===== config.mk =====
export PLATFORM = sky130hd
export DESIGN_NAME = radar_pulse_sequencer_flat
export DESIGN_NICKNAME = d
export VERILOG_FILES = /design/src/rtl/radar_pulse_sequencer_if.sv /design/src/rtl/radar_pulse_sequencer.sv /design/src/flat_wrapper.sv
export SDC_FILE = /design/constraint.sdc
export NUM_CORES = 1
export LEC_CHECK = 0
export CAP_MARGIN = 30
export CORE_MARGIN = 4
export CORE_UTILIZATION = 25
export DETAILED_ROUTE_END_ITERATION = 8
export HOLD_SLACK_MARGIN = 0.03
export SLEW_MARGIN = 25
export SYNTH_ARGS = -nofsm -noshare
export SYNTH_HDL_FRONTEND = slang
export SYNTH_SLANG_ARGS = --single-unit
export TNS_END_PERCENT = 50

===== constraint.sdc =====
create_clock -name clk_i -period 28 [get_ports clk_i]
set_clock_uncertainty 0.1 [all_clocks]
set_input_delay 5.6 -clock clk_i [delete_from_list [all_inputs] [get_ports clk_i]]
set_output_delay 5.6 -clock clk_i [all_outputs]
set_load 0.05 [all_outputs]

===== src/rtl/radar_pulse_sequencer_if.sv =====
// Serial control bus carrying register writes into the pulse sequencer.
//   saddr    : 7-bit register address
//   sdata    : 32-bit write data
//   s_strobe : one-cycle write strobe, address/data valid while high
// master drives the bus (controller / testbench); slave receives it (sequencer).
interface radar_pulse_sequencer_if;
  logic [6:0]  saddr;
  logic [31:0] sdata;
  logic        s_strobe;

  modport master (output saddr, output sdata, output s_strobe);
  modport slave  (input  saddr, input  sdata, input  s_strobe);
endinterface


===== src/rtl/radar_pulse_sequencer.sv =====
// PRI timing engine: generates per-PRI transmit/receive windows, T/R switch
// control with guard times, DAC and receive sample strobes and a transmit
// side select. Configuration is written over the serial bus into staging
// registers and copied into the active set only at PRI starts, so a PRI
// always runs with one consistent configuration.
//
// Ports
//   clk_i        master clock
//   rst_n_i      asynchronous active-low reset
//   sbus         serial register bus (slave side)
//   tx_ena_o     RF transmit mixer enable
//   trsw_o       T/R switch, 1 = antenna on TX path
//   tx_strobe_o  DAC sample strobe (coincident with tx_ena_o)
//   rx_strobe_o  receive sample strobe, decimated by D
//   side_o       active transmit side
//   pri_start_o  one-cycle pulse at the start of each PRI
//   pulse_cnt_o  PRIs started since enable
//   busy_o       sequencer running
//
// Register map (offsets from BASE_ADDR, write-only)
//   +0 CTRL  bit0 enable (immediate), bit1 round-robin, bits[7:4] fixed side
//   +1 PRI   period in cycles, values 0 and 1 behave as 2
//   +2 TON   transmit length
//   +3 GUARD T/R guard length before and after transmit
//   +4 RXLEN receive window length
//   +5 DECIM receive decimation, D = DECIM[15:0] + 1
module radar_pulse_sequencer #(
  parameter logic [6:0] BASE_ADDR = 7'd64,
  parameter int         NSIDES    = 2,
  parameter int         CNT_W     = 16,
  localparam int        SIDE_W    = (NSIDES > 2) ? $clog2(NSIDES) : 1
) (
  input  logic                      clk_i,
  input  logic                      rst_n_i,
  radar_pulse_sequencer_if.slave    sbus,
  output logic                      tx_ena_o,
  output logic                      trsw_o,
  output logic                      tx_strobe_o,
  output logic                      rx_strobe_o,
  output logic [SIDE_W-1:0]         side_o,
  output logic                      pri_start_o,
  output logic [CNT_W-1:0]          pulse_cnt_o,
  output logic                      busy_o
);

  typedef enum logic [2:0] {
    ST_IDLE  = 3'd0,
    ST_LEAD  = 3'd1,
    ST_TX    = 3'd2,
    ST_TRAIL = 3'd3,
    ST_RX    = 3'd4,
    ST_WAIT  = 3'd5
  } state_e;

  // Fixed-side request clamped into the legal side range.
  function automatic logic [SIDE_W-1:0] clamp_side(input logic [3:0] req);
    logic [SIDE_W-1:0] res;
    if ({1'b0, req} >= 5'(NSIDES)) begin
      res = SIDE_W'(NSIDES - 1);
    end else begin
      res = SIDE_W'(req);
    end
    return res;
  endfunction

  // Round-robin successor, wrapping NSIDES-1 back to 0.
  function automatic logic [SIDE_W-1:0] next_side(input logic [SIDE_W-1:0] cur);
    logic [SIDE_W-1:0] res;
    if (cur >= SIDE_W'(NSIDES - 1)) begin
      res = '0;
    end else begin
      res = cur + SIDE_W'(1);
    end
    return res;
  endfunction

  // Sequencer state
  state_e              state_q, state_d;
  logic                en_q, en_d;
  logic [31:0]         c_q, c_d;
  logic [15:0]         rx_ph_q, rx_ph_d;
  logic [SIDE_W-1:0]   side_q, side_d;
  logic [CNT_W-1:0]    cnt_q, cnt_d;

  // Staging registers (bus-visible)
  logic                stg_rr_q, stg_rr_d;
  logic [3:0]          stg_side_q, stg_side_d;
  logic [31:0]         stg_pri_q, stg_pri_d;
  logic [31:0]         stg_ton_q, stg_ton_d;
  logic [31:0]         stg_guard_q, stg_guard_d;
  logic [31:0]         stg_rxlen_q, stg_rxlen_d;
  logic [15:0]         stg_decim_q, stg_decim_d;

  // Active registers (used by the running PRI)
  logic                act_rr_q, act_rr_d;
  logic [3:0]          act_side_q, act_side_d;
  logic [31:0]         act_pri_q, act_pri_d;
  logic [31:0]         act_ton_q, act_ton_d;
  logic [31:0]         act_guard_q, act_guard_d;
  logic [31:0]         act_rxlen_q, act_rxlen_d;
  logic [15:0]         act_decim_q, act_decim_d;

  // Registered outputs
  logic tx_ena_q, tx_ena_d;
  logic trsw_q, trsw_d;
  logic tx_strobe_q, tx_strobe_d;
  logic rx_strobe_q, rx_strobe_d;
  logic pri_start_q, pri_start_d;
  logic busy_q, busy_d;

  // Bus decode and control events
  logic [6:0]  wr_idx_s;
  logic        wr_s, ctrl_wr_s, start_s, stop_s, wrap_s;
  logic [31:0] pri_last_s;
  logic [33:0] c_ext_s, b_tx_s, b_trail_s, b_rx_s, b_wait_s;

  assign wr_idx_s  = sbus.saddr - BASE_ADDR;
  assign wr_s      = sbus.s_strobe && (sbus.saddr >= BASE_ADDR) && (wr_idx_s <= 7'd5);
  assign ctrl_wr_s = wr_s && (wr_idx_s == 7'd0);
  assign start_s   = ctrl_wr_s && sbus.sdata[0] && !en_q;
  assign stop_s    = ctrl_wr_s && !sbus.sdata[0];

  // PRI values 0 and 1 behave as a 2-cycle period, so the last count is 1.
  assign pri_last_s = (act_pri_q < 32'd2) ? 32'd1 : (act_pri_q - 32'd1);
  assign wrap_s     = en_q && !stop_s && (c_q >= pri_last_s);

  // Window boundaries in 34 bits so 2*GUARD+TON+RXLEN cannot overflow.
  assign c_ext_s   = {2'b00, c_d};
  assign b_tx_s    = {2'b00, act_guard_d};
  assign b_trail_s = b_tx_s + {2'b00, act_ton_d};
  assign b_rx_s    = b_trail_s + {2'b00, act_guard_d};
  assign b_wait_s  = b_rx_s + {2'b00, act_rxlen_d};

  // Staging register writes from the serial bus.
  always_comb begin
    stg_rr_d    = stg_rr_q;
    stg_side_d  = stg_side_q;
    stg_pri_d   = stg_pri_q;
    stg_ton_d   = stg_ton_q;
    stg_guard_d = stg_guard_q;
    stg_rxlen_d = stg_rxlen_q;
    stg_decim_d = stg_decim_q;
    if (wr_s) begin
      case (wr_idx_s)
        7'd0: begin
          stg_rr_d   = sbus.sdata[1];
          stg_side_d = sbus.sdata[7:4];
        end
        7'd1:    stg_pri_d   = sbus.sdata;
        7'd2:    stg_ton_d   = sbus.sdata;
        7'd3:    stg_guard_d = sbus.sdata;
        7'd4:    stg_rxlen_d = sbus.sdata;
        7'd5:    stg_decim_d = sbus.sdata[15:0];
        default: stg_rr_d    = stg_rr_q;
      endcase
    end else begin
      stg_rr_d = stg_rr_q;
    end
  end

  // PRI counter, configuration hand-over, side select and pulse count.
  always_comb begin
    en_d        = en_q;
    c_d         = c_q;
    side_d      = side_q;
    cnt_d       = cnt_q;
    pri_start_d = 1'b0;
    act_rr_d    = act_rr_q;
    act_side_d  = act_side_q;
    act_pri_d   = act_pri_q;
    act_ton_d   = act_ton_q;
    act_guard_d = act_guard_q;
    act_rxlen_d = act_rxlen_q;
    act_decim_d = act_decim_q;

    if (ctrl_wr_s) begin
      en_d = sbus.sdata[0];
    end else begin
      en_d = en_q;
    end

    if (start_s) begin
      // The mode bits of the enabling write take effect with it; the other
      // registers come from whatever was staged beforehand.
      act_rr_d    = sbus.sdata[1];
      act_side_d  = sbus.sdata[7:4];
      act_pri_d   = stg_pri_q;
      act_ton_d   = stg_ton_q;
      act_guard_d = stg_guard_q;
      act_rxlen_d = stg_rxlen_q;
      act_decim_d = stg_decim_q;
      side_d      = sbus.sdata[1] ? '0 : clamp_side(sbus.sdata[7:4]);
      cnt_d       = CNT_W'(1);
      c_d         = 32'd0;
      pri_start_d = 1'b1;
    end else if (!en_d) begin
      c_d = 32'd0;
    end else if (wrap_s) begin
      // Uses the staging values from before this cycle's write, so a write
      // coinciding with the wrap lands one PRI later.
      act_rr_d    = stg_rr_q;
      act_side_d  = stg_side_q;
      act_pri_d   = stg_pri_q;
      act_ton_d   = stg_ton_q;
      act_guard_d = stg_guard_q;
      act_rxlen_d = stg_rxlen_q;
      act_decim_d = stg_decim_q;
      side_d      = stg_rr_q ? next_side(side_q) : clamp_side(stg_side_q);
      cnt_d       = cnt_q + CNT_W'(1);
      c_d         = 32'd0;
      pri_start_d = 1'b1;
    end else begin
      c_d = c_q + 32'd1;
    end
    busy_d = en_d;
  end

  // Next state from the next count; zero-length windows fall through.
  always_comb begin
    state_d = ST_IDLE;
    rx_ph_d = 16'd0;
    if (!en_d) begin
      state_d = ST_IDLE;
    end else if (c_ext_s < b_tx_s) begin
      state_d = ST_LEAD;
    end else if (c_ext_s < b_trail_s) begin
      state_d = ST_TX;
    end else if (c_ext_s < b_rx_s) begin
      state_d = ST_TRAIL;
    end else if (c_ext_s < b_wait_s) begin
      state_d = ST_RX;
    end else begin
      state_d = ST_WAIT;
    end

    // Decimation phase restarts on the first RX cycle; strobe at phase 0.
    if (state_d == ST_RX) begin
      if (c_ext_s == b_rx_s) begin
        rx_ph_d = 16'd0;
      end else if (rx_ph_q >= act_decim_d) begin
        rx_ph_d = 16'd0;
      end else begin
        rx_ph_d = rx_ph_q + 16'd1;
      end
    end else begin
      rx_ph_d = 16'd0;
    end
  end

  // Output decode of the next state, registered below.
  always_comb begin
    tx_ena_d    = 1'b0;
    trsw_d      = 1'b0;
    tx_strobe_d = 1'b0;
    rx_strobe_d = 1'b0;
    case (state_d)
      ST_LEAD, ST_TRAIL: trsw_d = 1'b1;
      ST_TX: begin
        trsw_d      = 1'b1;
        tx_ena_d    = 1'b1;
        tx_strobe_d = 1'b1;
      end
      ST_RX:   rx_strobe_d = (rx_ph_d == 16'd0);
      default: trsw_d      = 1'b0;
    endcase
  end

  // State, configuration and output registers.
  always_ff @(posedge clk_i or negedge rst_n_i) begin
    if (!rst_n_i) begin
      state_q     <= ST_IDLE;
      en_q        <= 1'b0;
      c_q         <= 32'd0;
      rx_ph_q     <= 16'd0;
      side_q      <= '0;
      cnt_q       <= '0;
      stg_rr_q    <= 1'b0;
      stg_side_q  <= 4'd0;
      stg_pri_q   <= 32'd0;
      stg_ton_q   <= 32'd0;
      stg_guard_q <= 32'd0;
      stg_rxlen_q <= 32'd0;
      stg_decim_q <= 16'd0;
      act_rr_q    <= 1'b0;
      act_side_q  <= 4'd0;
      act_pri_q   <= 32'd0;
      act_ton_q   <= 32'd0;
      act_guard_q <= 32'd0;
      act_rxlen_q <= 32'd0;
      act_decim_q <= 16'd0;
      tx_ena_q    <= 1'b0;
      trsw_q      <= 1'b0;
      tx_strobe_q <= 1'b0;
      rx_strobe_q <= 1'b0;
      pri_start_q <= 1'b0;
      busy_q      <= 1'b0;
    end else begin
      state_q     <= state_d;
      en_q        <= en_d;
      c_q         <= c_d;
      rx_ph_q     <= rx_ph_d;
      side_q      <= side_d;
      cnt_q       <= cnt_d;
      stg_rr_q    <= stg_rr_d;
      stg_side_q  <= stg_side_d;
      stg_pri_q   <= stg_pri_d;
      stg_ton_q   <= stg_ton_d;
      stg_guard_q <= stg_guard_d;
      stg_rxlen_q <= stg_rxlen_d;
      stg_decim_q <= stg_decim_d;
      act_rr_q    <= act_rr_d;
      act_side_q  <= act_side_d;
      act_pri_q   <= act_pri_d;
      act_ton_q   <= act_ton_d;
      act_guard_q <= act_guard_d;
      act_rxlen_q <= act_rxlen_d;
      act_decim_q <= act_decim_d;
      tx_ena_q    <= tx_ena_d;
      trsw_q      <= trsw_d;
      tx_strobe_q <= tx_strobe_d;
      rx_strobe_q <= rx_strobe_d;
      pri_start_q <= pri_start_d;
      busy_q      <= busy_d;
    end
  end

  assign tx_ena_o    = tx_ena_q;
  assign trsw_o      = trsw_q;
  assign tx_strobe_o = tx_strobe_q;
  assign rx_strobe_o = rx_strobe_q;
  assign side_o      = side_q;
  assign pri_start_o = pri_start_q;
  assign pulse_cnt_o = cnt_q;
  assign busy_o      = busy_q;

endmodule

===== src/flat_wrapper.sv =====
// flat-port wrapper written by rule: the top's interface ports become plain ports
module radar_pulse_sequencer_flat 
#(
  parameter logic [6:0] BASE_ADDR = 7'd64,
  parameter int         NSIDES    = 2,
  parameter int         CNT_W     = 16,
  localparam int        SIDE_W    = (NSIDES > 2) ? $clog2(NSIDES) : 1
)
  (clk_i, rst_n_i, tx_ena_o, trsw_o, tx_strobe_o, rx_strobe_o, side_o, pri_start_o, pulse_cnt_o, busy_o, sbus_saddr, sbus_sdata, sbus_s_strobe);
  radar_pulse_sequencer_if sbus_i ();
  input  logic clk_i;
  input  logic rst_n_i;
  output logic tx_ena_o;
  output logic trsw_o;
  output logic tx_strobe_o;
  output logic rx_strobe_o;
  output logic [SIDE_W-1:0] side_o;
  output logic pri_start_o;
  output logic [CNT_W-1:0] pulse_cnt_o;
  output logic busy_o;
  input wire logic [$bits(sbus_i.saddr)-1:0] sbus_saddr;
  input wire logic [$bits(sbus_i.sdata)-1:0] sbus_sdata;
  input wire logic [$bits(sbus_i.s_strobe)-1:0] sbus_s_strobe;
  assign sbus_i.saddr = sbus_saddr;
  assign sbus_i.sdata = sbus_sdata;
  assign sbus_i.s_strobe = sbus_s_strobe;
  radar_pulse_sequencer #(.BASE_ADDR(BASE_ADDR), .NSIDES(NSIDES), .CNT_W(CNT_W)) u_core (.clk_i(clk_i), .rst_n_i(rst_n_i), .sbus(sbus_i), .tx_ena_o(tx_ena_o), .trsw_o(trsw_o), .tx_strobe_o(tx_strobe_o), .rx_strobe_o(rx_strobe_o), .side_o(side_o), .pri_start_o(pri_start_o), .pulse_cnt_o(pulse_cnt_o), .busy_o(busy_o));
endmodule

==> results_dict.tcl, run 1 <==
set metrics [dict create \
    status "completed" \
    synth_warnings 0 \
    n_antenna_cell 0 \
    vias 18150 \
    final_area_um2 27140 \
    total_power_uw 1910 \
    grt_max_degree 159 \
    die_h_um 314.9 \
    fin_ws_ns 11.34 \
    cts-root-buf "clkbuf_16" \
    power_density_nw_per_um2 70.37 \
    r2r_slack_ns 13.53 \
    synthFlopType "dfrtp_1" \
    placed_cell_area_um2 25750 \
    cts_sinks 363 \
    wl_per_cell_um 16.47 \
    cts_tree "done" \
    ant_nets 0 \
    die-area_um2 99150 \
    relSlewSlack 0.3359 \
    cts_resized 0 \
    cts_buffers 41 \
    leakagePower_uw 0.01375 \
    crit_arrival_ns 16.98 \
    insertion_delay_ns 0.57 \
    grt_pass1_wl_um 100900 \
    period_needed_ns 16.66 \
    num_io_pins 65 \
    synth_edf_count 0 \
    grt_pass1_vias 17780 \
    rows 112 \
    setup_viol 0 \
    cts_hold_buf 0 \
    track_usage 0.1280 \
    cpMostUsedCell "nor2_1" \
    rsz0062_at_grt "no" \
    post_cts_buffers 0 \
    worstPathRequired_ns 28.32 \
    vdd_drop_max_uv 35.43 \
    critPathCaptureType "flip-flop" \
    ys_seq_elements 363 \
    layout.nets 2900 \
    tightest_slew_ns 0.9870 \
    antenna_found_initial 4 \
    viasPerCell 4.695 \
    dieWidth_um 314.9 \
    hold_path.class "flip-flop to flip-flop" \
    drt_wl_total_um 63650 \
    grt-ovfl-total 0 \
    cpMaxStageDelayCell "buf_4" \
    async_reset_ff_frac 1.000 \
    clk_path_buf_depth 3 \
    drive_gt1_frac 0.1015 \
    initial_core_util 0.2523 \
    route.detailed.drc 0 \
    setup_tns_ns 0 \
    critical_path_class "primary input to flip-flop" \
    synth_nets 2828 \
    dr.pass1.iters 5 \
    slew_violations 0 \
    drt_iter0_drc 999 \
    min_path_cells 2 \
    dpl.hpwl_um 48850 \
    layout_common_cells "nand2_1, dfrtp_1, ha_1, mux2_2, inv_1" \
    core_um2 93330 \
    portBuffers 64 \
    cp_max_fo 79 \
    area_growth_pct 15.29 \
    synth_cell_types 81 \
    cap_violations 0 \
    place_ws_ns 10.84 \
    ys_seq_area_frac 0.3858 \
    start_kind "primary input" \
    reg2reg_to "u_core.rx_ph_q[5]" \
    worstReg2RegStart "u_core.act_pri_q[9]" \
    utilization 0.2908 \
    max_stage_delay_ns 0.75 \
    htree_levels 2 \
    clkTransAtPathRegs_ns 0.06 \
    final_common_cell "nand2_1" \
    synthCells 2510 \
    critPathLaunch "sbus_saddr[5]" \
    crit_end "u_core.rx_ph_q[5]" \
    reg2regPathDepth 53 \
    synth_area_per_cell_um2 9.380 \
    fin_crit_sh 0.5951 \
    gp_congestion 0.9279 \
    syn_area_um2 23540 \
    fmax_mhz 60.02 \
    hold_viol 0 \
]
[synth_stat cells, types with 10 or more instances]
library cell | n | area share
or4_1 | 12 | 0.0038
or3_1 | 13 | 0.0035
xnor2_1 | 64 | 0.024
o211ai_1 | 10 | 0.0032
a21o_1 | 75 | 0.024
ha_1 | 273 | 0.15
dfrtp_1 | 363 | 0.39
mux2i_1 | 24 | 0.010
a211oi_1 | 17 | 0.0054
mux2_2 | 149 | 0.071
nand3_1 | 47 | 0.010
nor2_1 | 132 | 0.021
xor2_1 | 102 | 0.038
nand2b_1 | 23 | 0.0061
and2_1 | 12 | 0.0032
o21bai_1 | 11 | 0.0035
nor4_1 | 19 | 0.0050
nand2_1 | 483 | 0.077
inv_1 | 148 | 0.024
a21oi_1 | 126 | 0.027
and3_1 | 21 | 0.0056
o21ai_0 | 88 | 0.019
buf_1 | 10 | 0.0016
nor3_1 | 37 | 0.0079
nand4_1 | 43 | 0.011
nor2b_1 | 16 | 0.0043
o21a_1 | 20 | 0.0064
a31oi_1 | 11 | 0.0029
clkbuf_1 | 48 | 0.0077
[critical path: cells and delay by family]
kind	cells	cell delay, ns
buffers and inverters	5	1.69
multiplexers	2	0.50
XOR/XNOR	3	0.52
AO/OA/AOI/OAI	14	3.12
adder cells (fa/ha/maj)	4	1.37
AND/OR/NAND/NOR	17	4.09
[layer usage]
layer | vias up | share of wire | GRT usage
met5 | - | 0 | 0
met4 | 0 | 0.036 | 0.04954
met3 | 84 | 0.041 | 0.01262
met2 | 342 | 0.45 | 0.2053
met1 | 8804 | 0.47 | 0.1779
li1 | 8916 | - | -
[sequential cells by signal (all words and copies together) (netlist names)]
register	cells
u_core.act_guard_q	32
u_core.c_q	32
u_core.stg_guard_q	32
u_core.stg_rr_q	1
u_core.stg_rxlen_q	32
u_core.trsw_o	1
u_core.en_q	1
u_core.pulse_cnt_o	16
u_core.stg_pri_q	32
u_core.stg_decim_q	16
u_core.tx_ena_o	1
u_core.side_o	1
u_core.rx_strobe_o	1
u_core.act_rxlen_q	32
u_core.act_decim_q	16
u_core.stg_side_q	4
u_core.stg_ton_q	32
u_core.act_pri_q	32
u_core.rx_ph_q	16
u_core.act_ton_q	32
u_core.pri_start_o	1
[metrics by stage]
| stage | std cells | hold slack [ns] |
|---|---|---|
| 6_report | 3865 | 0.3636 |
| 5_1_grt | 3865 | 0.3789 |
| 4_1_cts | 3863 | 0.3675 |
| 3_5_place_dp | 3791 | 0.3480 |
| 3_3_place_gp | 3790 | 0.3485 |
| 2_1_floorplan | 2510 | 0.3348 |
[power by group]
part | total [uW] | internal (uW) | switching (uW) | leakage [uW]
Combinational | 760 | 296 | 464 | 0.00811
Sequential | 607 | 575 | 32.0 | 0.00497
Clock | 543 | 326 | 217 | 0.000662
Total | 1910 | 1200 | 713 | 0.0137
[area by class of cell]
class | instances | area, um2
clock buffer | 58 | 1161
clock inverter | 14 | 187.7
sequential | 363 | 9084
tap | 1254 | 1569
fill | 9800 | 66190
multi-input combinational | 1937 | 13700
timing repair buffer | 90 | 877.1
inverter | 149 | 564.3
[worst min path at each step]
stage                                     from                    to
after floorplan           u_core.stg_pri_q[10]  u_core.act_pri_q[10]
final                      u_core.stg_pri_q[1]   u_core.act_pri_q[1]
after global routing      u_core.stg_pri_q[10]  u_core.act_pri_q[10]
after CTS                  u_core.stg_pri_q[9]   u_core.act_pri_q[9]
after global placement    u_core.stg_pri_q[10]  u_core.act_pri_q[10]
after detailed placement  u_core.stg_pri_q[23]  u_core.act_pri_q[23]
[cells by family after synthesis]
| family | count (synthesis) | share of synthesized area |
|---|---|---|
| flops | 363 | 0.3858 |
| compound gates | 441 | 0.1230 |
| xor+xnor | 166 | 0.06175 |
| buf+inv | 210 | 0.03401 |
| simple gates | 881 | 0.1663 |
| fa+ha+maj | 276 | 0.1476 |
| mux | 173 | 0.08147 |
(Power assumes the default switching activity.)
==> run 2: changes to the inputs <==
- clock period: 28 -> 15.9 ns (I/O delays scaled with it)
==> run 2 against run 1 <==
Net effect:
- count of clock-buffer cells in the layout is 1 higher
- sequential share of layout area is 0.17 points lower
- critical path depth is 10 higher
- highest routed layer unchanged
- sequential power is 76% higher
- largest cell class unchanged
- hold slack better by 0.00055 ns
- final cell count is 0.18% higher
- design area is 0.50% higher
- critical endpoint is now u_core.rx_ph_q[10]
- clock power is 86% higher
- wire length hardly changed
- register-to-register slack worse by 12 ns
==> results_dict.tcl, run 2 (synthesized netlist as in run 1, its figures left out) <==
set metrics [dict create \
    status "completed" \
    final_cell_count_no_fill 3872 \
    cap_violations 0 \
    crit_arrival_ns 14.68 \
    setup_tns_ns 0 \
    gp_congestion 0.9008 \
    hold_path.class "flip-flop to flip-flop" \
    placed_cell_area_um2 25760 \
    vias 18180 \
    critical-path-top-delay-family "simple AND/OR/NAND/NOR gates" \
    track_usage 0.1287 \
    cts_sinks 363 \
    n_antenna_cell 0 \
    layout_common_cells "nand2_1, dfrtp_1, ha_1, mux2_2, inv_1" \
    wl_per_cell_um 16.43 \
    cpMaxStageDelayCell "or4_1" \
    num_io_pins 65 \
    place_inst 3792 \
    grt_max_degree 107 \
    portBuffers 64 \
    critPathCaptureType "flip-flop" \
    fin_ws_ns 1.605 \
    place_ws_ns 1.390 \
    clkTransAtPathRegs_ns 0.06 \
    fin_crit_sh 0.8990 \
    relSlewSlack 0.3215 \
    final.fill_count 9861 \
    cts-root-buf "clkbuf_16" \
    vdd_drop_max_uv 74.27 \
    hold_viol 0 \
    initial_core_util 0.2523 \
    cts_hold_buf 0 \
    drt_iter0_drc 1039 \
    cts_tree "done" \
    slew_violations 0 \
    max_stage_delay_ns 0.93 \
    rows 112 \
    viasPerCell 4.694 \
    dpl.hpwl_um 48760 \
    layout.nets 2904 \
    clk_path_buf_depth 3 \
    worstPathRequired_ns 16.29 \
    rsz0062_at_grt "no" \
    final_common_cell "nand2_1" \
    drive_gt1_frac 0.1050 \
    period_needed_ns 14.29 \
    dr.pass1.iters 5 \
    start_kind "flip-flop" \
    power_density_nw_per_um2 125.2 \
    leakagePower_uw 0.01382 \
    area_growth_pct 15.86 \
    cp_max_fo 31 \
    grt_pass1_wl_um 102300 \
    setup_viol 0 \
    cpMostUsedCell "ha_1" \
    cts_resized 0 \
    route.detailed.drc 0 \
    ant_nets 0 \
    critical_path_class "flip-flop to flip-flop" \
    grt-ovfl-total 0 \
    dieWidth_um 314.9 \
    die_h_um 314.9 \
    fmax_mhz 69.96 \
    antenna_found_initial 0 \
    htree_levels 2 \
    core_um2 93330 \
    drt_wl_total_um 63610 \
    die-area_um2 99150 \
    final_area_um2 27280 \
    insertion_delay_ns 0.58 \
    cts_buffers 42 \
    worst-path-buf-inv 4 \
    grt_pass1_vias 18420 \
    post_cts_buffers 0 \
    tightest_slew_ns 1.007 \
]
[run 2: path summary, 6_finish.rpt]
kind | startpoint | endpoint | slack [ns] | depth (start not counted)
max in group asynchronous | rst_n_i | u_core.rx_ph_q[9] | 10.54 | 5
max reg2reg | u_core.act_pri_q[11] | u_core.rx_ph_q[10] | 1.61 | 55
min reg2reg | u_core.stg_pri_q[25] | u_core.act_pri_q[25] | 0.36 | 2
min in group asynchronous | rst_n_i | u_core.stg_pri_q[25] | 2.53 | 1
min | u_core.stg_pri_q[25] | u_core.act_pri_q[25] | 0.36 | 2
max | u_core.act_pri_q[11] | u_core.rx_ph_q[10] | 1.61 | 55
[run 2: cell type report]
type | count | area [um2] | area share
Tap cell | 1254 | 1569 | 0.05752
Sequential cell | 363 | 9084 | 0.3330
Clock inverter | 17 | 235.2 | 0.008623
Clock buffer | 59 | 1215 | 0.04454
Multi-Input combinational cell | 1937 | 13690 | 0.5020
Timing Repair Buffer | 93 | 917.1 | 0.03362
Inverter | 149 | 564.3 | 0.02069
[run 2: power by group]
part / switching [uW] / internal [uW] / total (uW)
Sequential: 53.4 / 1010 / 1070
Clock: 406 / 604 / 1010
Combinational: 815 / 524 / 1340
Total: 1270 / 2140 / 3420
[run 2: metrics by stage]
stage | util | hold WS, ns | total power [uW]
2_1_floorplan | - | 0.3348 | 2048
3_3_place_gp | 0.2757 | 0.3524 | 2397
3_5_place_dp | 0.2760 | 0.3514 | 2413
4_1_cts | 0.2915 | 0.3669 | 3449
5_1_grt | 0.2923 | 0.3813 | 3682
6_report | 0.2923 | 0.3642 | 3416
[run 2: tightest hold or removal path: stages (launching register included)]
cell and delay, ns:
dfrtp_1 0.34, nand2_1 0.05, nand2_1 0.05
[run 2: metal layers]
layer	vias to the layer above	share of wire	global-route usage	routed length (um)
met4	0	0.040	0.05058	2543
met5	-	0	0	0
li1	8949	-	-	-
met2	313	0.45	0.2077	28800
met1	8802	0.46	0.1714	29220
met3	111	0.048	0.02255	3048
